## config.mk

```make
export PLATFORM = sky130hd
export DESIGN_NAME = demux1x2_stream
export DESIGN_NICKNAME = d
export VERILOG_FILES = /design/src/rtl/demux1x2_stream.sv
export SDC_FILE = /design/constraint.sdc
export NUM_CORES = 1
export LEC_CHECK = 0
export BUFFER_PORTS_ARGS = -buffer_cell sky130_fd_sc_hd__buf_2
export CAP_MARGIN = 20
export CORE_MARGIN = 3
export CORE_UTILIZATION = 55
export DETAILED_ROUTE_END_ITERATION = 8
export PLACE_DENSITY = 0.8
export SLEW_MARGIN = 40
export SYNTH_ARGS = -nofsm -noshare
export SYNTH_HDL_FRONTEND = slang
export SYNTH_SLANG_ARGS = --single-unit
```

## constraint.sdc

```tcl
create_clock -name clk -period 3.1 [get_ports clk]
set_input_delay 0.465 -clock clk [delete_from_list [all_inputs] [get_ports clk]]
set_output_delay 0.465 -clock clk [all_outputs]
set_load 0.01 [all_outputs]
```

## src/rtl/demux1x2_stream.sv

```systemverilog
// Stream demultiplexer: routes each accepted word to one of two independent
// 2-entry output FIFOs, or discards it (and counts the drop) while disabled.
module demux1x2_stream #(
   parameter int WIDTH = 4,
   parameter int DEPTH = 2
) (
   input  logic             clk,
   input  logic             rst,
   input  logic             en,
   input  logic             s,
   input  logic             in_valid,
   input  logic [WIDTH-1:0] in_data,
   output logic             in_ready,
   output logic             out0_valid,
   output logic [WIDTH-1:0] out0_data,
   input  logic             out0_ready,
   output logic             out1_valid,
   output logic [WIDTH-1:0] out1_data,
   input  logic             out1_ready,
   output logic [7:0]       drop_count
);

   // Handshake: a transfer happens on a rising edge where valid and ready are
   // both 1. in_ready never looks at the output-side ready signals.

   localparam logic [1:0] FULL_CNT = 2'(DEPTH);

   // Each lane keeps its head word in head_q so the output is a plain register.
   logic [WIDTH-1:0] head_q [2];
   logic [WIDTH-1:0] head_d [2];
   logic [WIDTH-1:0] tail_q [2];
   logic [WIDTH-1:0] tail_d [2];
   logic [1:0]       cnt_q  [2];
   logic [1:0]       cnt_d  [2];
   logic [7:0]       drop_q;
   logic [7:0]       drop_d;

   logic             ready_w [2];
   logic             push_w  [2];
   logic             pop_w   [2];
   logic             full_sel;
   logic             accept;

   assign ready_w[0] = out0_ready;
   assign ready_w[1] = out1_ready;

   always_comb begin
      full_sel = ((s ? cnt_q[1] : cnt_q[0]) == FULL_CNT);
      in_ready = !en || !full_sel;
      accept   = in_valid && in_ready;

      drop_d = drop_q;
      if (accept && !en && (drop_q != 8'hFF)) begin
         drop_d = drop_q + 8'd1;
      end

      for (int k = 0; k < 2; k++) begin
         push_w[k] = accept && en && (s == k[0]);
         pop_w[k]  = (cnt_q[k] != 2'd0) && ready_w[k];
         head_d[k] = head_q[k];
         tail_d[k] = tail_q[k];
         cnt_d[k]  = cnt_q[k];
         // A push alongside a pop can only happen at occupancy 1, since a full
         // lane blocks the push; the new word then becomes the head.
         if (push_w[k] && pop_w[k]) begin
            head_d[k] = in_data;
         end else if (push_w[k]) begin
            if (cnt_q[k] == 2'd0) begin
               head_d[k] = in_data;
            end else begin
               tail_d[k] = in_data;
            end
            cnt_d[k] = cnt_q[k] + 2'd1;
         end else if (pop_w[k]) begin
            head_d[k] = tail_q[k];
            cnt_d[k]  = cnt_q[k] - 2'd1;
         end
      end
   end

   always_ff @(posedge clk or posedge rst) begin
      if (rst) begin
         for (int k = 0; k < 2; k++) begin
            head_q[k] <= '0;
            tail_q[k] <= '0;
            cnt_q[k]  <= 2'd0;
         end
         drop_q <= 8'd0;
      end else begin
         for (int k = 0; k < 2; k++) begin
            head_q[k] <= head_d[k];
            tail_q[k] <= tail_d[k];
            cnt_q[k]  <= cnt_d[k];
         end
         drop_q <= drop_d;
      end
   end

   assign out0_valid = (cnt_q[0] != 2'd0);
   assign out1_valid = (cnt_q[1] != 2'd0);
   assign out0_data  = head_q[0];
   assign out1_data  = head_q[1];
   assign drop_count = drop_q;

endmodule

```

# Word level (Yosys, flattened, before mapping)
# Index checks and enable logic that the tools add are counted.
[totals] reg_bits=28 input_bits=11
[classes] addsub=5 n_eq_ne=4 mux=13 bitwise_logic=5 n_reduce_logical=27
[op_table] op="two-way mux 4 bit" count=8
[op_table] op="logical AND 1 bit" count=10
[op_table] op="two-way mux 2 bit" count=5
[op_table] op="adder 8 x 1 -> 8 bit, second input constant" count=1
[op_table] op="inequality test 8 bit, second input constant" count=1
[op_table] op="AND reduction 2 bit" count=4
[op_table] op="nonzero test 2 bit" count=4
[op_table] op="inequality test 3 x 1 -> 1 bit, second input constant" count=2
[op_table] op="AND reduction 3 bit" count=2
[op_table] op="nonzero test 3 bit" count=2
[op_table] op="inverter 1 bit" count=5
[op_table] op="adder 2 x 1 -> 2 bit, second input constant" count=2
[op_table] op="logical NOT 2 bit" count=2
[op_table] op="subtractor 2 x 1 -> 2 bit, second input constant" count=2
[op_table] op="== test 2 bit, second input constant" count=1
[op_table] op="logical NOT 1 bit" count=2
[op_table] op="logical OR 1 bit" count=1

# Logic depth before layout (Yosys ltp)
# Gate-level depths: netlist (run 1).
[depth] ltp_word=10 mapped_depth=7

# Worst setup path before layout (run 1)
# OpenSTA, ideal clock, no wires.
[synth_timing] kind="reg2reg" start="reg cnt_q[2] (netlist bit)" end="reg tail_q[4] (netlist bit)" setup_time_ps=125 t_arrival_ps=1704 required_ps=2975 path_slack_ps=1271 stages_incl_launch_ff=7 path_buffers=1 period_less_slack_ps=1829 path_cell_list="dfrtp_1 > buf_6 > o21ai_0 > inv_1 > ha_1 > nor3_2 > mux2_2"
[synth_between] elab_chain_cells=10
[synth_lines] element="from (decl)" line="33" rtl="logic [1:0] cnt_q [2];"
[synth_lines] element="from (signal, indexed assignment)" line="93" rtl="cnt_q[k] <= cnt_d[k];"
[synth_lines] element="two-way mux 2 bit" line="48" rtl="full_sel = ((s ? cnt_q[1] : cnt_q[0]) == FULL_CNT);"
[synth_lines] element="== test 2 bit" line="48"
[synth_lines] element="logical NOT 1 bit" line="49" rtl="in_ready = !en || !full_sel;"
[synth_lines] element="logical OR 1 bit" line="49"
[synth_lines] element="logical AND 1 bit" line="50" rtl="accept = in_valid && in_ready;"
[synth_lines] element="logical AND 1 bit (2 in series)" line="58" rtl="push_w[k] = accept && en && (s == k[0]);"
[synth_lines] element="logical AND 1 bit" line="65" rtl="if (push_w[k] && pop_w[k]) begin"
[synth_lines] element="inverter 1 bit (no source line)"
[synth_lines] element="AND reduction 3 bit (no source line) (*)"
[synth_lines] element="to (signal, indexed assignment)" line="92" rtl="tail_q[k] <= tail_d[k];"
[synth_lines] element="to (decl)" line="31" rtl="logic [WIDTH-1:0] tail_q [2];"
# Mark *: on every way between the ends. The rest lies on a longest branch, timed or not.
# A chain may end at the register's enable or synchronous reset.

# Worst setup path after layout (run 1)
# Ends and elaborated chain as after synthesis.

==> results of run 1 <==
critical path: cells and delay by family (launching register included):
| family | cells | cell delay [ps] |
|---|---|---|
| flip-flops | 1 | 490 |
| AO/OA/AOI/OAI | 1 | 460 |
| multiplexers | 1 | 380 |
| AND/OR/NAND/NOR | 1 | 350 |
| adder cells (fa/ha/maj) | 1 | 200 |
| buffers and inverters | 1 | 90 |
metal layers:
metal  vias up  part of all wire (%)  GRT usage [%]
li1        576                     -              -
met1       585                    49           28.0
met2        33                    44           27.3
met3         4                   5.3           2.63
met4         0                   1.2           7.77
met5         -                     0              0
cell usage in the layout (no fill, tap or decap), types with 2 or more instances in the layout:
cell type	netlist	final
nand2_1	7	7
nor3b_1	3	3
xnor2_1	3	3
nand4_1	2	2
buf_2	3	29
o221ai_1	2	2
o21a_1	2	2
nor2b_1	4	4
dfrtp_1	28	28
xor2_1	2	2
mux2_2	11	11
ha_1	3	3
o211ai_1	2	2
o311ai_0	2	2
nand3_1	5	5
a21oi_1	5	5
a221o_1	8	8
o22ai_1	2	2
and3_1	3	3
inv_1	7	6
o211a_1	6	6
mux2i_1	2	2
nor2_1	2	2
o21ai_0	3	3
clkbuf_4	0	3
sequential cells by signal (all words and copies together), names as in the netlist:
signal / cells
drop_count: 8
tail_q: 8
out0_data: 4
cnt_q: 4
out1_data: 4
how the worst min path moves through the flow:
stage / from / endpoint / cells after the start
after floorplan: tail_q[4] / out0_data[0] / 1
after global placement: tail_q[5] / out0_data[1] / 1
after detailed placement: tail_q[2] / out1_data[2] / 1
after CTS: rst / cnt_q[2] / 2
after global routing: rst / out0_data[2] / 2
final: rst / tail_q[0] / 2
layout make-up:
class                      count  area (µm²)  share of cell area [%]
timing repair buffer          29         145                    8.55
sequential                    28         701                    41.3
tap                           30        37.5                    2.21
inverter                       7        26.3                    1.55
clock buffer                   4        36.3                    2.14
multi-input combinational     95         751                    44.2
metrics by stage:
stage / hold slack (ps) / instances
after floorplan: 475 / 137
after global placement: 494 / 189
after detailed placement: 495 / 189
after CTS: 179 / 193
after global routing: 200 / 193
final: 160 / 193
power groups by stage:
stage	clock network (mW)	registers, mW	logic (mW)
detailed placement	0	0.699	0.601
global placement	0	0.688	0.583
floorplan	0	0.683	0.462
CTS	0.185	0.688	0.606
finish	0.176	0.690	0.600
global route	0.196	0.720	0.665
cells by family after synthesis:
logic type | after synthesis | synth area share [%]
simple gates | 35 | 14.0
compound gates | 39 | 20.2
flops | 28 | 45.7
mux | 13 | 9.38
fa+ha+maj | 3 | 2.45
buf+inv | 14 | 5.38
xor+xnor | 5 | 2.86
==> results.toml, run 1 <==
[status]
status = "finished clean"

[cells_and_area]
diodes = 0
nFillCells = 223
syn2layout_area_growth_pct = 10.6
fin_util_pct = 66.1
nets = 178
drive_above_1_share_pct = 29.4
fin_area_um2 = 1700

[setup_path]
critical_path.startpoint = "cnt_q[2]"
cpMaxStageDelayCell = "dfrtp_1"
cp.required_ps = 3330
r2r_end = "tail_q[4]"
rr_startpoint = "cnt_q[2]"
crit_fanout = 8
max_stage_delay_ps = 490
reg2reg_slack_ps = 1030
reg2regPathDepth = 5
criticalPathCategory = "reg2reg"
cp_cell_sequence = "o21ai_0 > inv_1 > ha_1 > nor3_2 > mux2_2"
cp.arrival_ps = 2300
crit_path_start_kind = "flip-flop"
endpoint_kind = "flip-flop"
crit_end = "tail_q[4]"

[sta]
tightest_slew_ps = 560
rsz0062_at_grt = "no"
fin_crit_sh_pct = 66.9
max-slew-margin-rel_pct = 62.6
setup_tns_ps = 0
finalClockSkew_ps = 7.81
setup_violations = 0
fin_ws_ps = 1030
hold_violations = 0
slew_viol_final = 0
fmax_ghz = 0.482
fin_crit_ps = 2070

[synth]
syn_inst = 137
yosysTopAreaCell = "dfrtp_1"
synth_cell_types = 42
synthFlopType = "dfrtp_1"
synthArstFlopShare_pct = 100
synth_edf_count = 0
synth_fp_nets = 151
synth.most_common_cell = "dfrtp_1"
syn_avg_cell_area_um2 = 11.2
syn_area_um2 = 1530
synthTopCellsByArea = "dfrtp_1, mux2_2, a221o_1"
yosys_warnings = 0
ys_ff_latch = 28
yosysSeqAreaShare_pct = 45.7
synth_top_area_share_pct = 45.7
synthTopCellsByCount = "dfrtp_1, mux2_2, a221o_1"

[placement]
dpl_worst_slack_ps = 1090
dpl_cell_area_um2 = 1660
dpl.hpwl_um = 2300
place.gp.congestion = 0.876
portBuffers = 29

[route]
drtAntennaViolNets = 0
viasPerCell = 6.21
first_pass_iters = 4
drc = 0
drt_wl_total_um = 2990
drtIter0Drc = 45
num_vias = 1198
wl_per_cell_um = 15.5

[grt]
grt_pass1_wl_um = 4950
grt_pass1_vias = 1055
grt_max_degree = 29
overflow = 0
grt_usage_pct = 18.8
antenna_found_initial = 0

[clock_network]
cts_max_level = 1
cts_hold_buf = 0
ctsLongestPathBuffers = 2
insertion_delay_ps = 330
ctsResizeCount = 0
cts_tree = "built"
postCtsSetupRepairBufs = 0
cts_made_buffers = 3
clock-sinks = 28
clkTransAtPathRegs_ps = 150
cts-root-buf = "clkbuf_4"

[power]
power_density_nw_per_um2 = 864
swShare_pct = 38.3
p_leak_nw = 0.800
p_clk_share_pct = 12.0
comb_power_share_pct = 40.9
internal_power_mw = 0.905
switchingPower_mw = 0.561
seqPwrFrac_pct = 47.1
finalPower_mw = 1.47
ir_drop_mv = 0.612

[floorplanning]
io_pins = 30
die_area_um2 = 3460
placementRows = 18
die_w_um = 58.8
die_h_um = 58.8
start_util_pct = 59.7
core_um2 = 2570

[job]
maxCapViolations = 0

[hold_path]
hp-class = "in2async"
(Power assumes the default switching activity.)
==> inputs of run 2 (changes only) <==
--- a/config.mk
+++ b/config.mk
@@ -8,9 +8,9 @@
 export BUFFER_PORTS_ARGS = -buffer_cell sky130_fd_sc_hd__buf_2
 export CAP_MARGIN = 20
 export CORE_MARGIN = 3
-export CORE_UTILIZATION = 55
+export CORE_UTILIZATION = 49
 export DETAILED_ROUTE_END_ITERATION = 8
-export PLACE_DENSITY = 0.8
+export PLACE_DENSITY = 0.75
 export SLEW_MARGIN = 40
 export SYNTH_ARGS = -nofsm -noshare
 export SYNTH_HDL_FRONTEND = slang
==> constraint.sdc (replaced) <==
create_clock -name clk -period 1.9 [get_ports clk]
set_input_delay 0.285 -clock clk [delete_from_list [all_inputs] [get_ports clk]]
set_output_delay 0.285 -clock clk [all_outputs]
set_load 0.01 [all_outputs]
==> results.toml, run 2 (synthesis results as in run 1) <==
[status]
status = "finished clean"

[sta]
fmax_ghz = 0.556
rsz0062_at_grt = "no"
setup_tns_ps = 0
fin_crit_sh_pct = 94.6
max-slew-margin-rel_pct = 70.1
slew_viol_final = 0
fin_ws_ps = 102
setup_violations = 0
fin_crit_ps = 1800
finalClockSkew_ps = 12.8
tightest_slew_ps = 448
hold_violations = 0

[clock_network]
ctsLongestPathBuffers = 2
clkTransAtPathRegs_ps = 160
cts_tree = "built"
clock-sinks = 28
cts-root-buf = "clkbuf_4"
insertion_delay_ps = 330
cts_max_level = 1
cts_made_buffers = 3

[cells_and_area]
nets = 187
fin_area_um2 = 1810
drive_above_1_share_pct = 32.6
layout_common_cells = "buf_2, dfrtp_1, mux2_2, a221o_1, buf_4"
final_common_cell = "buf_2"
diodes = 0
syn2layout_area_growth_pct = 17.7

[floorplanning]
die_h_um = 62.0
core_um2 = 2880
io_pins = 30
die_area_um2 = 3840
die_w_um = 62.0
placementRows = 19
start_util_pct = 53.3

[setup_path]
critical_path.startpoint = "cnt_q[2]"
criticalPathCategory = "reg2reg"
cp_cell_sequence = "o21ai_0 > inv_1 > ha_1 > nor3_4 > mux2_2"
reg2regPathDepth = 5
path_depth = 5
cpMaxStageDelayCell = "dfrtp_1"
endpoint_kind = "flip-flop"
crit_buf_inv = 1
crit_fanout = 8
cp.arrival_ps = 2040
cp.required_ps = 2150
critPathTopFamily = "flip-flops"
max_stage_delay_ps = 490
crit_path_start_kind = "flip-flop"
rr_startpoint = "cnt_q[2]"

[route]
dr_wl_met2_um = 1520
wl_per_cell_um = 14.9
drt_wl_total_um = 3190
drc = 0
viasPerCell = 5.78
wl_met3_um = 134
highest_layer = "met4"
num_vias = 1237
first_pass_iters = 4
drtAntennaViolNets = 0
drtIter0Drc = 92
met1Wirelength_um = 1500

[placement]
dpl_worst_slack_ps = 86.8
dpl_cell_area_um2 = 1740
dpl.hpwl_um = 2450
place.gp.congestion = 0.837
portBuffers = 29

[job]
maxCapViolations = 0

[hold_path]
hp-class = "in2reg"
min-delay-start = "in_data[0]"
whs_path_depth = 2

[grt]
grt_max_degree = 29
grt_usage_pct = 18.5
grt_pass1_wl_um = 5290
antenna_found_initial = 0
overflow = 0
grt_pass1_vias = 1134

[power]
switchingPower_mw = 0.951
comb_power_share_pct = 42.3
ir_drop_mv = 0.712
power_density_nw_per_um2 = 1430
swShare_pct = 36.8
seqPwrFrac_pct = 42.4
internal_power_mw = 1.63
p_clk_share_pct = 15.3
p_leak_nw = 0.847
run 2: changes by cell type in the layout (fill, tap and decap cells not counted):
| cell | change |
|---|---|
| buf_4 | +8 |
| bufinv_16 | +1 |
| clkbuf_8 | -1 |
| dfrtp_1 | -1 |
| dfrtp_2 | +1 |
| dlygate4sd3_1 | +1 |
| inv_1 | +1 |
| inv_2 | -1 |
| nor3_2 | -1 |
| nor3_4 | +1 |
run 2: area by class of cell:
class	instances	area, µm²
Timing Repair Buffer	38	215
Sequential cell	28	702
Inverter	7	26.3
Fill cell	248	1070
Multi-Input combinational cell	95	757
Tap cell	42	52.6
Clock buffer	3	22.5
Clock inverter	1	30.0
run 2: repair_timing:
action	in CTS	in global routing
resized for setup	0	2
setup endpoints to repair	0	5
buffers inserted	0	0
hold endpoints to repair	28	0
hold buffers	1	0
run 2: final timing paths:
path                              to  slack [ps]
max reg2reg                tail_q[7]         100
min                        tail_q[4]         220
max in group asynchronous   cnt_q[0]        1080
min reg2reg                tail_q[1]         530
min in group asynchronous  tail_q[4]         530
max                        tail_q[7]         100
run 2: power by group through the flow:
stage / Combinational [mW] / Clock (mW) / Sequential, mW
finish: 1.09 / 0.395 / 1.10
global route: 1.22 / 0.439 / 1.14
CTS: 1.10 / 0.402 / 1.09
detailed placement: 1.09 / 0 / 1.11
global placement: 1.05 / 0 / 1.09
floorplan: 0.754 / 0 / 1.11
run 2: worst reg2reg max path, cell delays in order, from the launching register on:
cell	delay [ps]
dfrtp_1	490
o21ai_0	290
inv_1	80
ha_1	210
nor3_4	270
mux2_2	370
run 2: through the flow:
| stage | util, % | std cells | hold WS [ps] | power (mW) |
|---|---|---|---|---|
| after floorplan | - | 137 | 350 | 1.87 |
| after global placement | 60.3 | 209 | 359 | 2.15 |
| after detailed placement | 60.3 | 209 | 372 | 2.19 |
| after CTS | 62.5 | 214 | 224 | 2.59 |
| after global routing | 62.8 | 214 | 201 | 2.80 |
| final | 62.8 | 214 | 223 | 2.58 |
run 2: layer usage:
metal / GRT usage [%] / vias up
li1: - / 593
met5: 0 / -
met4: 5.45 / 0
met1: 26.5 / 614
met3: 3.51 / 5
met2: 28.3 / 25
==> inputs of run 3 (changes only) <==
--- a/config.mk
+++ b/config.mk
@@ -7,6 +7,7 @@
 export LEC_CHECK = 0
 export BUFFER_PORTS_ARGS = -buffer_cell sky130_fd_sc_hd__buf_2
 export CAP_MARGIN = 20
+export CORE_ASPECT_RATIO = 0.6
 export CORE_MARGIN = 3
 export CORE_UTILIZATION = 49
 export DETAILED_ROUTE_END_ITERATION = 8
==> results.toml, run 3 (synthesis results as in run 1) <==
[status]
status = "finished clean"

[cells_and_area]
fin_cells = 213
layout_common_cells = "buf_2, dfrtp_1, mux2_2, a221o_1, buf_4"
multi_input_area_um2 = 757
syn2layout_area_growth_pct = 18.2
nFillCells = 239
seq_area_um2 = 701
nets = 186
final_common_cell = "buf_2"
drive_above_1_share_pct = 32.2
diodes = 0

[grt]
grt_pass1_wl_um = 5440
antenna_found_initial = 0
grt_max_degree = 29
grt_usage_pct = 18.2
grt_pass1_vias = 1113
overflow = 0

[clock_network]
cts_tree = "built"
clock-sinks = 28
cts_max_level = 1
ctsLongestPathBuffers = 2
insertion_delay_ps = 280
clkTransAtPathRegs_ps = 90
cts-root-buf = "clkbuf_8"
cts_made_buffers = 3
cts_hold_buf = 0

[route]
first_pass_iters = 4
wl_per_cell_um = 15.4
viasPerCell = 5.71
num_vias = 1217
drtAntennaViolNets = 0
drtIter0Drc = 82
drt_wl_total_um = 3280
drc = 0

[sta]
setup_tns_ps = 0
fin_crit_ps = 1800
hold_violations = 0
setup_violations = 0
fin_crit_sh_pct = 94.5
tightest_slew_ps = 412
finalClockSkew_ps = 6.29
fmax_ghz = 0.557
slew_viol_final = 0
max-slew-margin-rel_pct = 72.5
rsz0062_at_grt = "no"

[floorplanning]
die_area_um2 = 3860
die_w_um = 78.2
core_um2 = 2930
die_h_um = 49.3
placementRows = 15
io_pins = 30
start_util_pct = 52.4

[setup_path]
crit_buf_inv = 1
endpoint_kind = "flip-flop"
cp.required_ps = 2060
criticalPathCategory = "reg2reg"
cpMaxStageDelayCell = "dfrtp_1"
reg2regPathDepth = 5
max_stage_delay_ps = 460
path_depth = 5
critPathTopFamily = "flip-flops"
cp.arrival_ps = 1960
cp_cell_sequence = "o21ai_0 > inv_1 > ha_1 > nor3_4 > mux2_2"
crit_fanout = 8
crit_path_start_kind = "flip-flop"

[placement]
post-place-cells = 209
dpl.hpwl_um = 2510
place.gp.congestion = 0.847
portBuffers = 29

[job]
maxCapViolations = 0

[power]
p_leak_nw = 0.851
power_density_nw_per_um2 = 1470
finalPower_mw = 2.66
ir_drop_mv = 0.680

[hold_path]
hp-class = "in2async"
==> run 3: worst paths after layout <==
kind / end / start / slack [ps]
max: tail_q[5] / cnt_q[2] / 100
min: drop_count[2] / rst / 50
max reg2reg: tail_q[5] / cnt_q[2] / 100
min reg2reg: out0_data[0] / tail_q[4] / 510
max in group asynchronous: tail_q[7] / rst / 1590
min in group clk: out0_data[0] / in_data[0] / 290
==> run 3: worst reg2reg max path, stage by stage, from the launching register on <==
cell	delay, ps
dfrtp_1	460
o21ai_0	290
inv_1	80
ha_1	220
nor3_4	260
mux2_2	380
==> run 3: cell type report <==
| type | count | share of cell area [%] |
|---|---|---|
| sequential | 28 | 38.6 |
| inverter | 7 | 1.45 |
| multi-input combinational | 95 | 41.8 |
| timing repair buffer | 37 | 11.3 |
| tap | 42 | 2.90 |
| clock buffer | 3 | 2.28 |
| clock inverter | 1 | 1.66 |
==> run 3: what timing repair did <==
item,in CTS,in global routing
resized for setup,0,1
endpoints found under the setup margin,0,4
setup buffers,0,0
endpoints found under the hold margin,0,0
==> run 3: per-layer routing <==
layer / wire [µm] / vias to the layer above / global-route usage (%)
met4: 38 / 0 / 5.23
met5: 0 / - / 0
met3: 185 / 7 / 5.17
li1: - / 592 / -
met2: 1420 / 39 / 26.1
met1: 1640 / 579 / 26.5
==> run 3: through the flow <==
stage               util [%]  hold slack (ps)  area [µm²]  setup WS [ps]
floorplan                  -              350        1530           70.8
global placement        59.3              359        1740            170
detailed placement      59.3              368        1740           66.1
CTS                     61.7             61.1        1810           46.3
global route            61.9             84.8        1810           18.5
finish                  61.9             51.0        1810            104
==> run 3: where the power goes <==
| part | switching, mW | internal (mW) | leakage, nW |
|---|---|---|---|
| logic | 0.548 | 0.553 | 0.474 |
| clock network | 0.180 | 0.282 | 0.0357 |
| registers | 0.231 | 0.865 | 0.341 |
